File: src/rtl/accumulator_driver.sv
// Initiator for the accumulator load/ready interface: packs k samples, requests a load, returns the sum.
// Optional self-check of the returned sum against a local reference: define ACC_DRV_CHECK_EN.
module accumulator_driver #(
    parameter int m = 4,
    parameter int n = 4,
    parameter int k = 10,
    localparam int width = m + n,
    localparam int swidth = $clog2(k * (2 ** (m + n) - 1)),
    localparam int cwidth = $clog2(k)
) (
    input  logic                 clk,
    input  logic                 rstn,
    input  logic                 s_valid,
    output logic                 s_ready,
    input  logic [width-1:0]     s_data,
    output logic                 pl,
    output logic [k*width-1:0]   din,
    input  logic                 acc_ready,
    input  logic [swidth-1:0]    acc_sum,
    output logic                 sum_valid,
    input  logic                 sum_ready,
    output logic [swidth-1:0]    sum_out,
    output logic                 err
);

    localparam logic [1:0] FILL = 2'd0;
    localparam logic [1:0] LOAD = 2'd1;
    localparam logic [1:0] WAIT = 2'd2;
    localparam logic [1:0] OUT  = 2'd3;

    logic [1:0]        state;
    logic [cwidth-1:0] idx;
    logic              accept;
    logic              last;
    logic              capture;

    assign s_ready = (state == FILL);
    assign accept  = s_ready && s_valid;
    assign last    = (idx == cwidth'(k - 1));
    assign capture = (state == WAIT) && acc_ready;

    always_ff @(posedge clk or negedge rstn) begin
        if (!rstn) begin
            state     <= FILL;
            idx       <= '0;
            pl        <= 1'b0;
            din       <= '0;
            sum_valid <= 1'b0;
            sum_out   <= '0;
        end else begin
            unique case (state)
                FILL: begin
                    if (s_valid) begin
                        for (int j = 0; j < k; j++) begin
                            if (idx == cwidth'(j))
                                din[j*width +: width] <= s_data;
                        end
                        if (last) begin
                            idx   <= '0;
                            pl    <= 1'b1;
                            state <= LOAD;
                        end else begin
                            idx <= idx + cwidth'(1);
                        end
                    end
                end
                // acc_ready is not looked at here: it may still be high from the last round
                LOAD: state <= WAIT;
                WAIT: begin
                    if (acc_ready) begin
                        sum_out   <= acc_sum;
                        sum_valid <= 1'b1;
                        pl        <= 1'b0;
                        state     <= OUT;
                    end
                end
                OUT: begin
                    if (sum_ready) begin
                        sum_valid <= 1'b0;
                        state     <= FILL;
                    end
                end
                default: state <= FILL;
            endcase
        end
    end

`ifdef ACC_DRV_CHECK_EN
    logic [swidth-1:0] ref_sum;
    logic              err_q;

    always_ff @(posedge clk or negedge rstn) begin
        if (!rstn) begin
            ref_sum <= '0;
            err_q   <= 1'b0;
        end else begin
            if (accept)
                ref_sum <= (idx == '0 ? '0 : ref_sum) + swidth'(s_data);
            if (capture && (acc_sum != ref_sum))
                err_q <= 1'b1;
        end
    end

    assign err = err_q;
`else
    assign err = 1'b0;
`endif

endmodule

File: config.mk
export PLATFORM = sky130hd
export DESIGN_NAME = accumulator_driver
export DESIGN_NICKNAME = d
export VERILOG_FILES = /design/src/rtl/accumulator_driver.sv
export SDC_FILE = /design/constraint.sdc
export NUM_CORES = 1
export LEC_CHECK = 0
export CAP_MARGIN = 40
export CORE_AREA = 2 2 111 113
export DETAILED_ROUTE_END_ITERATION = 6
export DIE_AREA = 0 0 113 115
export GPL_TIMING_DRIVEN = 0
export HOLD_SLACK_MARGIN = 0.06
export SYNTH_ARGS = -nofsm -noshare
export SYNTH_HDL_FRONTEND = slang
export SYNTH_SLANG_ARGS = --single-unit
File: constraint.sdc
create_clock -name clk -period 2.8 [get_ports clk]
set_clock_uncertainty 0.15 [all_clocks]
set_input_delay 0.42 -clock clk [delete_from_list [all_inputs] [get_ports clk]]
set_output_delay 0.42 -clock clk [all_outputs]
set_load 0.03 [all_outputs]
==> results of run 1 <==
-- cell usage after synthesis --
library cell  count
dfrtp_1         100
mux2_2           93
buf_1             8
nand2_1           6
buf_2             5
o21ai_0           5
inv_1             4
nor2b_1           4
ha_1              3
buf_4             2
nand2_2           2
nand3_1           2
nor2_1            2
a21o_1            1
a21oi_1           1
a221oi_2          1
a22o_1            1
and2b_2           1
and3b_2           1
buf_6             1
clkbuf_1          1
conb_1            1
nand2_4           1
nand2b_1          1
nand3b_2          1
nand4_2           1
nand4b_4          1
nor2_2            1
nor3_1            1
nor3_4            1
nor3b_1           1
nor3b_4           1
nor4_4            1
o32a_1            1
xnor2_1           1
xor2_1            1
-- stage by stage --
step           setup TNS [ps]  cell area [um^2]
5_1_grt                     0              5640
3_3_place_gp          -262430              5310
3_5_place_dp                0              5330
2_1_floorplan               0              4020
4_1_cts                     0              5640
6_report                    0              5640
-- worst max-delay path: stages (launching register included) --
cell and delay (ps):
dfrtp_1 410, inv_1 90, ha_1 170, buf_2 240, nand2_4 110, nor4_4 580
mux2_2 400
-- power groups by stage --
stage / registers [W] / logic [W] / clock network [W]
2_1_floorplan: 0.00378 / 0.000993 / 0
3_3_place_gp: 0.00248 / 0.00386 / 0
3_5_place_dp: 0.00251 / 0.00390 / 0
4_1_cts: 0.00249 / 0.00392 / 0.00130
5_1_grt: 0.00258 / 0.00406 / 0.00136
6_report: 0.00248 / 0.00386 / 0.00125
-- layer usage --
layer | up-vias | GRT usage (%)
li1 | 1147 | -
met1 | 1307 | 19.8
met2 | 58 | 24.5
met3 | 6 | 5.59
met4 | 0 | 3.90
met5 | - | 0
-- registers in the layout, indices dropped and copies added (netlist names) --
signal,count
din,80
idx,4
pl,1
state,2
sum_out,12
sum_valid,1
-- cells by family after synthesis --
| family | Yosys count |
|---|---|
| fa+ha+maj | 3 |
| compound gates | 10 |
| flops | 100 |
| buf+inv | 21 |
| mux | 93 |
| xor+xnor | 2 |
| simple gates | 29 |
| other cells | 1 |
-- final cells by class --
type | instances | area share, %
flip-flops and latches | 100 | 44.4
multi-input cells | 138 | 25.1
repair buffers | 113 | 20.2
clock buffers | 9 | 3.99
plain buffers | 17 | 1.51
clock inverters | 7 | 1.35
inverters | 4 | 0.266
well taps | 147 | 3.26
-- timing repair --
action                    CTS  global route
hold buffers                1             0
hold endpoints to repair   51             0
gates resized for setup     0             0
buffers inserted            0             0
-- worst paths after layout --
check	from	endpoint	slack [ps]
max reg2reg	state[0]$_DFFE_PN0P_	din[27]$_DFFE_PN0P_	530
max in group asynchronous	rstn	din[54]$_DFFE_PN0P_	1250
min reg2reg	din[47]$_DFFE_PN0P_	din[47]$_DFFE_PN0P_	360
min in group asynchronous	rstn	din[47]$_DFFE_PN0P_	550
min	din[47]$_DFFE_PN0P_	din[47]$_DFFE_PN0P_	360
max	state[0]$_DFFE_PN0P_	din[27]$_DFFE_PN0P_	530
==> results.toml, run 1 <==
[outcome]
status = "finished with violations"
violations = "design-rule violations"

[detailed_routing]
vias_per_cell = 4.71
ant_nets = 0
top_layer_used = "met4"
wl_met1_um = 4100
wirelength_um = 9370
first_pass_iters = 6
drt-initial-drc-count = 90
vias = 2518
met2_length_um = 4680
avgRoutedWirePerCell_um = 17.5
drc_errors = 3
wl_met3_um = 516

[cts]
clock_path_buffers = 2
clock_sinks = 100
cts_buffers = 9
cts_tree = "yes"
htreeDepth = 3
clkSlewWorstSetupHoldPaths_ps = 70
clockRootBuffer = "clkbuf_16"
insertion_delay_ps = 340

[setup_path]
reg2reg_depth = 6
start_kind = "register"
worst-path-max-fanout = 8
crit_required_ps = 2880
arrival_ps = 2350
crit_type = "reg -> reg"
cp-end-kind = "register"

[pwr]
peakVddDrop_mv = 0.511
power_report.internal_total_w = 0.00459
power_w = 0.00760
pwr-share-comb_pct = 50.8
switching_share_pct = 39.6
switching_power_w = 0.00301
clkPwrFrac_pct = 16.5
p_leak_nw = 2.49
p_seq_share_pct = 32.7
powerDensity_nw_per_um2 = 1350

[synth]
synthAdderAreaFrac_pct = 0.935
synth.mux.area_fraction_pct = 26.1
yosysTopAreaCell = "dfrtp_1"
synth_xor_area_share_pct = 0.436
syn_area_um2 = 4020
yosys_warnings = 0
synth_top_family_by_area = "multiplexers"
synth_cells = 259
synth_top_area_share_pct = 62.3
synth_compound_area_share_pct = 1.78
yosys-top-cells-area = "dfrtp_1 (62%), mux2_2 (26%), ha_1 (0.93%)"
ys_types = 36
syn_area_per_cell_um2 = 15.5
yosysSeqAreaShare_pct = 62.3
syn-num-nets = 287
ys_ff_latch = 100
synthSimpleGateAreaFrac_pct = 5.89

[timing]
period_share_pct = 81.2
worst_slack_ps = 527
slew-limit-headroom_pct = 43.2
finalHoldViolations = 0
rsz0062_at_grt = "false"
worst_pin_slew_ps = 851
maxSlewViolCount = 0
max_freq_ghz = 0.440
worst_hold_slack_ps = 355
finalSetupViolCount = 0
period_minus_slack_ps = 2270

[placed_design]
dpl.cell_count = 518
gp_congestion = 0.696
io_buffer_count = 111
hpwlAfterDp_um = 6420
pre_cts_ws_ps = 314

[floorplan]
initial_core_util_pct = 34.0
num_rows = 40
die_w_um = 113
core_um2 = 11800
boundaryPins = 121
die_h_um = 115
die_area_um2 = 13000

[cells_and_area]
drive_above_1_share_pct = 34.0
fillers = 1099
layout_common_cells = "clkdlybuf4s50_1 (110), dfrtp_1 (100), mux2_2 (93)"
area_growth_pct = 40.4
diodes = 0
fin_cells = 535
multi_input_area_um2 = 1410
final_common_cell = "clkdlybuf4s50_1"
postLayoutCoreUtil_pct = 47.8
seq_area_um2 = 2500
nets = 411

[global_routing]
grt_pass1_vias = 2595
antenna_found_initial = 0
gr-total-overflow = 0
grt_usage_pct = 15.3
grt_pass1_wl_um = 14900
grt_max_degree = 64

[flow_run]
drv_cap = 0

[worst_hold_path]
hold_path.class = "reg -> reg"
hold_depth = 1
Note: power is estimated with default switching activity, not from simulation.
==> inputs of run 2 (changes only) <==
- clock period: 2.8 -> 2.1 ns (I/O delays scaled with it)
==> run 2 against run 1 <==
Against the previous run: the flow still finishes with violations (design-rule violations); die area unchanged; sequential power is 34% higher; combinational power increased by 33%; first-iteration DRC count shrank 30%; final cell count grew 0.37%; via count hardly changed; critical endpoint is now din[55]$_DFFE_PN0P_; largest cell class unchanged.
==> results.toml, run 2 (synthesized netlist as in run 1, its figures left out) <==
[outcome]
status = "finished with violations"
violations = "design-rule violations"

[global_routing]
grt_usage_pct = 14.6
grt_pass1_vias = 2647
antenna_found_initial = 0
gr-total-overflow = 0
grt_max_degree = 64
grt_pass1_wl_um = 14600

[setup_path]
worst-path-max-fanout = 8
path_delay_family = "buffers and inverters"
start_kind = "register"
slowest_delay_ps = 400
cp-end-kind = "register"
path_buf_inv = 3
path_cells = "inv_1, ha_4, buf_4, nand4b_4, nor3b_4, buf_12, mux2_2"
arrival_ps = 2060
crit_type = "reg -> reg"
critPathSlowestCell = "dfrtp_1"
crit_required_ps = 2170

[floorplan]
die_h_um = 115
core_um2 = 11800
num_rows = 40
boundaryPins = 121
die_w_um = 113
die_area_um2 = 13000
initial_core_util_pct = 34.0

[timing]
maxSlewViolCount = 0
worst_pin_slew_ps = 693
period_share_pct = 94.7
period_minus_slack_ps = 1990
finalSetupTns_ps = 0
finalHoldViolations = 0
finalSetupViolCount = 0
rsz0062_at_grt = "false"
max_freq_ghz = 0.503
slew-limit-headroom_pct = 53.8

[cts]
cts_tree = "yes"
htreeDepth = 3
cts_buffers = 9
clock_path_buffers = 2
clockRootBuffer = "clkbuf_16"
insertion_delay_ps = 330
clock_sinks = 100
clkSlewWorstSetupHoldPaths_ps = 70

[pwr]
p_leak_nw = 2.53
powerDensity_nw_per_um2 = 1800
switching_share_pct = 39.1
peakVddDrop_mv = 0.859
switching_power_w = 0.00404
clkPwrFrac_pct = 17.9
pwr-share-comb_pct = 49.9
power_report.internal_total_w = 0.00628
p_seq_share_pct = 32.2

[worst_hold_path]
hold_path.class = "in -> async"

[placed_design]
io_buffer_count = 111
gp_congestion = 0.739
hpwlAfterDp_um = 6290
dpl.cell_count = 518

[flow_run]
drv_cap = 0

[cells_and_area]
reg_top3 = "din (80), sum_out (12), idx (4)"
postLayoutCoreUtil_pct = 48.5
fin_cells = 537
area_growth_pct = 42.6
nets = 413
diodes = 0
layout_common_cells = "clkdlybuf4s50_1 (109), dfrtp_1 (100), mux2_2 (93)"
top_register = "din"
largest_reg_flops = 80
final_common_cell = "clkdlybuf4s50_1"
drive_above_1_share_pct = 34.6

[detailed_routing]
first_pass_iters = 6
drt-initial-drc-count = 63
drc_errors = 9
vias = 2516
vias_per_cell = 4.69
wirelength_um = 9050
ant_nets = 0
avgRoutedWirePerCell_um = 16.9
-- run 2: path summary, 6_finish.rpt --
kind / startpoint / end / slack [ps] / depth (start not counted)
worst max-delay path: state[0]$_DFFE_PN0P_ / din[55]$_DFFE_PN0P_ / 110 / 7
worst min-delay path: rstn / sum_out[10]$_DFFE_PN0P_ / 340 / 2
worst max register to register: state[0]$_DFFE_PN0P_ / din[55]$_DFFE_PN0P_ / 110 / 7
worst min register to register: din[30]$_DFFE_PN0P_ / din[30]$_DFFE_PN0P_ / 360 / 1
max in group asynchronous: rstn / din[49]$_DFFE_PN0P_ / 770 / 3
min in group clk: din[30]$_DFFE_PN0P_ / din[30]$_DFFE_PN0P_ / 360 / 1
-- run 2: final cells by class --
type / instances / area [um^2]
sequential: 100 / 2500
multi-input combinational: 138 / 1430
tap: 147 / 184
fill: 1086 / 6080
timing repair buffer: 115 / 1170
clock buffer: 9 / 225
buffer: 17 / 87.6
clock inverter: 7 / 111
inverter: 4 / 15.0
-- run 2: through the flow --
step                      cell area, um^2  hold slack (ps)  total power (W)  setup slack [ps]
final                                5730              339           0.0103               112
after global routing                 5730              377           0.0109              7.07
after CTS                            5720              350           0.0104              2.23
after detailed placement             5350              172          0.00855              -285
after global placement               5330              335          0.00847             -3270
after floorplan                      4030             -131          0.00639              26.9
-- run 2: metal layers --
layer | vias to the layer above | share of wire [%] | track usage, %
li1 | 1158 | - | -
met1 | 1279 | 45 | 19.4
met2 | 71 | 47 | 23.4
met3 | 8 | 7.0 | 4.48
met4 | 0 | 1.0 | 3.90
met5 | - | 0 | 0
-- run 2: repair_timing --
item                                    CTS  global route
pin swaps                                 2             1
endpoints found under the setup margin   17             8
hold endpoints to repair                 37             0
gates resized for setup                   1             1
setup buffers                             2             0
hold buffers                              1             0
-- run 2: power by group through the flow --
stage	combinational, W	clock [W]	sequential [W]
after global routing	0.00542	0.00199	0.00346
after global placement	0.00515	0	0.00332
final	0.00515	0.00184	0.00332
after floorplan	0.00136	0	0.00504
after detailed placement	0.00519	0	0.00336
after CTS	0.00520	0.00190	0.00334
==> inputs of run 3 (changes only) <==
- CORE_AREA: 2 2 111 113 -> 2 2 96 98
- CTS_CLUSTER_SIZE: default -> 10
- DIE_AREA: 0 0 113 115 -> 0 0 98 100
- PLACE_DENSITY: default -> 0.78
==> run 3 against run 2 <==
Against the previous run: non-clock buffer count grew 1; critical path depth did not move; utilization rose by 14 points; first-iteration DRC count rose by 21%; via count rose by 2.0%; the run now ends clean; flip-flop and latch count is the same; cell area down 3.2%; final cell count is 6.5% lower; count of clock-buffer cells in the layout up 1; combinational power about the same; sequential share of layout area rose by 1.4 points.
==> results.toml, run 3 (synthesized netlist as in run 1, its figures left out) <==
[timing]
period_share_pct = 95.0
rsz0062_at_grt = "false"
period_minus_slack_ps = 1990
max_freq_ghz = 0.501
finalSetupTns_ps = 0
maxSlewViolCount = 0
slew-limit-headroom_pct = 53.1
finalSetupViolCount = 0
finalHoldViolations = 0
worst_pin_slew_ps = 704

[floorplan]
core_um2 = 8890
boundaryPins = 121
die_area_um2 = 9800
die_h_um = 100
num_rows = 35
initial_core_util_pct = 45.2
die_w_um = 98

[pwr]
powerDensity_nw_per_um2 = 1750
clkPwrFrac_pct = 12.2
switching_power_w = 0.00400
pwr-share-comb_pct = 53.5
switching_share_pct = 41.3
power_report.internal_total_w = 0.00569
p_leak_nw = 2.48
peakVddDrop_mv = 0.832
p_seq_share_pct = 34.3
power_w = 0.00968

[setup_path]
startpoint = "state[0]$_DFFE_PN0P_"
crit_required_ps = 2200
r2r-start = "state[0]$_DFFE_PN0P_"
slowest_delay_ps = 420
critPathSlowestCell = "dfrtp_1"
path_cells = "inv_2, ha_4, buf_4, nand2_4, nor3_4, nand2_2, mux2_2"
start_kind = "register"
arrival_ps = 2090
crit_cells = 7
worst-path-max-fanout = 8
crit_type = "reg -> reg"
path_buf_inv = 2
cp-end-kind = "register"
reg2reg_depth = 7
path_delay_family = "simple AND/OR/NAND/NOR gates"

[detailed_routing]
vias_per_cell = 5.11
ant_nets = 0
wirelength_um = 8760
wl_met1_um = 3760
drc_errors = 0
avgRoutedWirePerCell_um = 17.5
first_pass_iters = 4
met2_length_um = 4200
wl_met3_um = 717
drt-initial-drc-count = 76
top_layer_used = "met4"
vias = 2566

[flow_run]
drv_cap = 0

[worst_hold_path]
hold_path.class = "reg -> reg"
hold_depth = 1
hp-start = "sum_out[3]$_DFFE_PN0P_"

[cells_and_area]
top_register = "din"
final_common_cell = "clkdlybuf4s50_1"
drive_above_1_share_pct = 35.0
area_growth_pct = 38.1
layout_common_cells = "clkdlybuf4s50_1 (109), dfrtp_1 (100), mux2_2 (93)"
reg_top3 = "din (80), sum_out (12), idx (4)"
largest_reg_flops = 80
diodes = 0
nets = 414

[global_routing]
grt_max_degree = 55
gr-total-overflow = 0
grt_pass1_vias = 2698
grt_usage_pct = 18.6
grt_pass1_wl_um = 14000
antenna_found_initial = 0

[cts]
insertion_delay_ps = 360
htreeDepth = 3
cts_buffers = 9
clock_path_buffers = 2
clock_sinks = 100
cts_tree = "yes"
clockRootBuffer = "clkbuf_8"
clkSlewWorstSetupHoldPaths_ps = 100

[placed_design]
hpwlAfterDp_um = 6100
io_buffer_count = 111
gp_congestion = 0.794

[outcome]
status = "finished, final reports clean"
## run 3: changes by cell type in the layout (fill, tap and decap cells not counted), sizes merged
cell / previous run / this run
clkbuf: 10 / 11
bufinv: 2 / 0
buf: 20 / 21
clkinv: 0 / 1
## run 3: final cells by class
type / instances / area (um^2)
Multi-Input combinational cell: 138 / 1440
Fill cell: 712 / 3340
Inverter: 4 / 15.0
Buffer: 17 / 90.1
Clock inverter: 6 / 51.3
Sequential cell: 100 / 2500
Clock buffer: 10 / 138
Tap cell: 111 / 139
Timing Repair Buffer: 116 / 1170
## run 3: power groups by stage
stage	logic (W)	clock network (W)	registers, W
after detailed placement	0.00521	0	0.00337
after CTS	0.00522	0.00123	0.00333
after global routing	0.00546	0.00130	0.00344
final	0.00518	0.00118	0.00332
after floorplan	0.00136	0	0.00504
after global placement	0.00512	0	0.00331
## run 3: per-stage QoR
stage | worst slack (ps) | util [%] | instances | hold slack (ps) | area, um^2
2_1_floorplan | 26.9 | - | 259 | -131 | 4030
3_3_place_gp | -3060 | 59.4 | 481 | 336 | 5280
3_5_place_dp | -284 | 59.7 | 482 | 261 | 5310
4_1_cts | 37.4 | 62.2 | 502 | 366 | 5530
5_1_grt | 16.0 | 62.4 | 502 | 383 | 5550
6_report | 105 | 62.4 | 502 | 361 | 5550
## run 3: layer usage
| layer | vias to the layer above | track usage (%) |
|---|---|---|
| li1 | 1158 | - |
| met1 | 1312 | 23.3 |
| met2 | 88 | 30.2 |
| met3 | 8 | 6.69 |
| met4 | 0 | 6.30 |
| met5 | - | 0 |
## run 3: path summary, 6_finish.rpt
path | endpoint | slack (ps)
setup / recovery | din[13]$_DFFE_PN0P_ | 110
hold / removal | sum_out[3]$_DFFE_PN0P_ | 360
setup reg to reg | din[13]$_DFFE_PN0P_ | 110
hold reg to reg | sum_out[3]$_DFFE_PN0P_ | 360
max in group asynchronous | din[10]$_DFFE_PN0P_ | 710
min in group asynchronous | din[4]$_DFFE_PN0P_ | 400
## run 3: repair_timing
item                                    CTS  global route
gates resized for setup                   2             5
hold endpoints to repair                 53             0
setup buffers                             3             0
hold buffers                              1             0
pin swaps                                 1             0
endpoints found under the setup margin   25            33
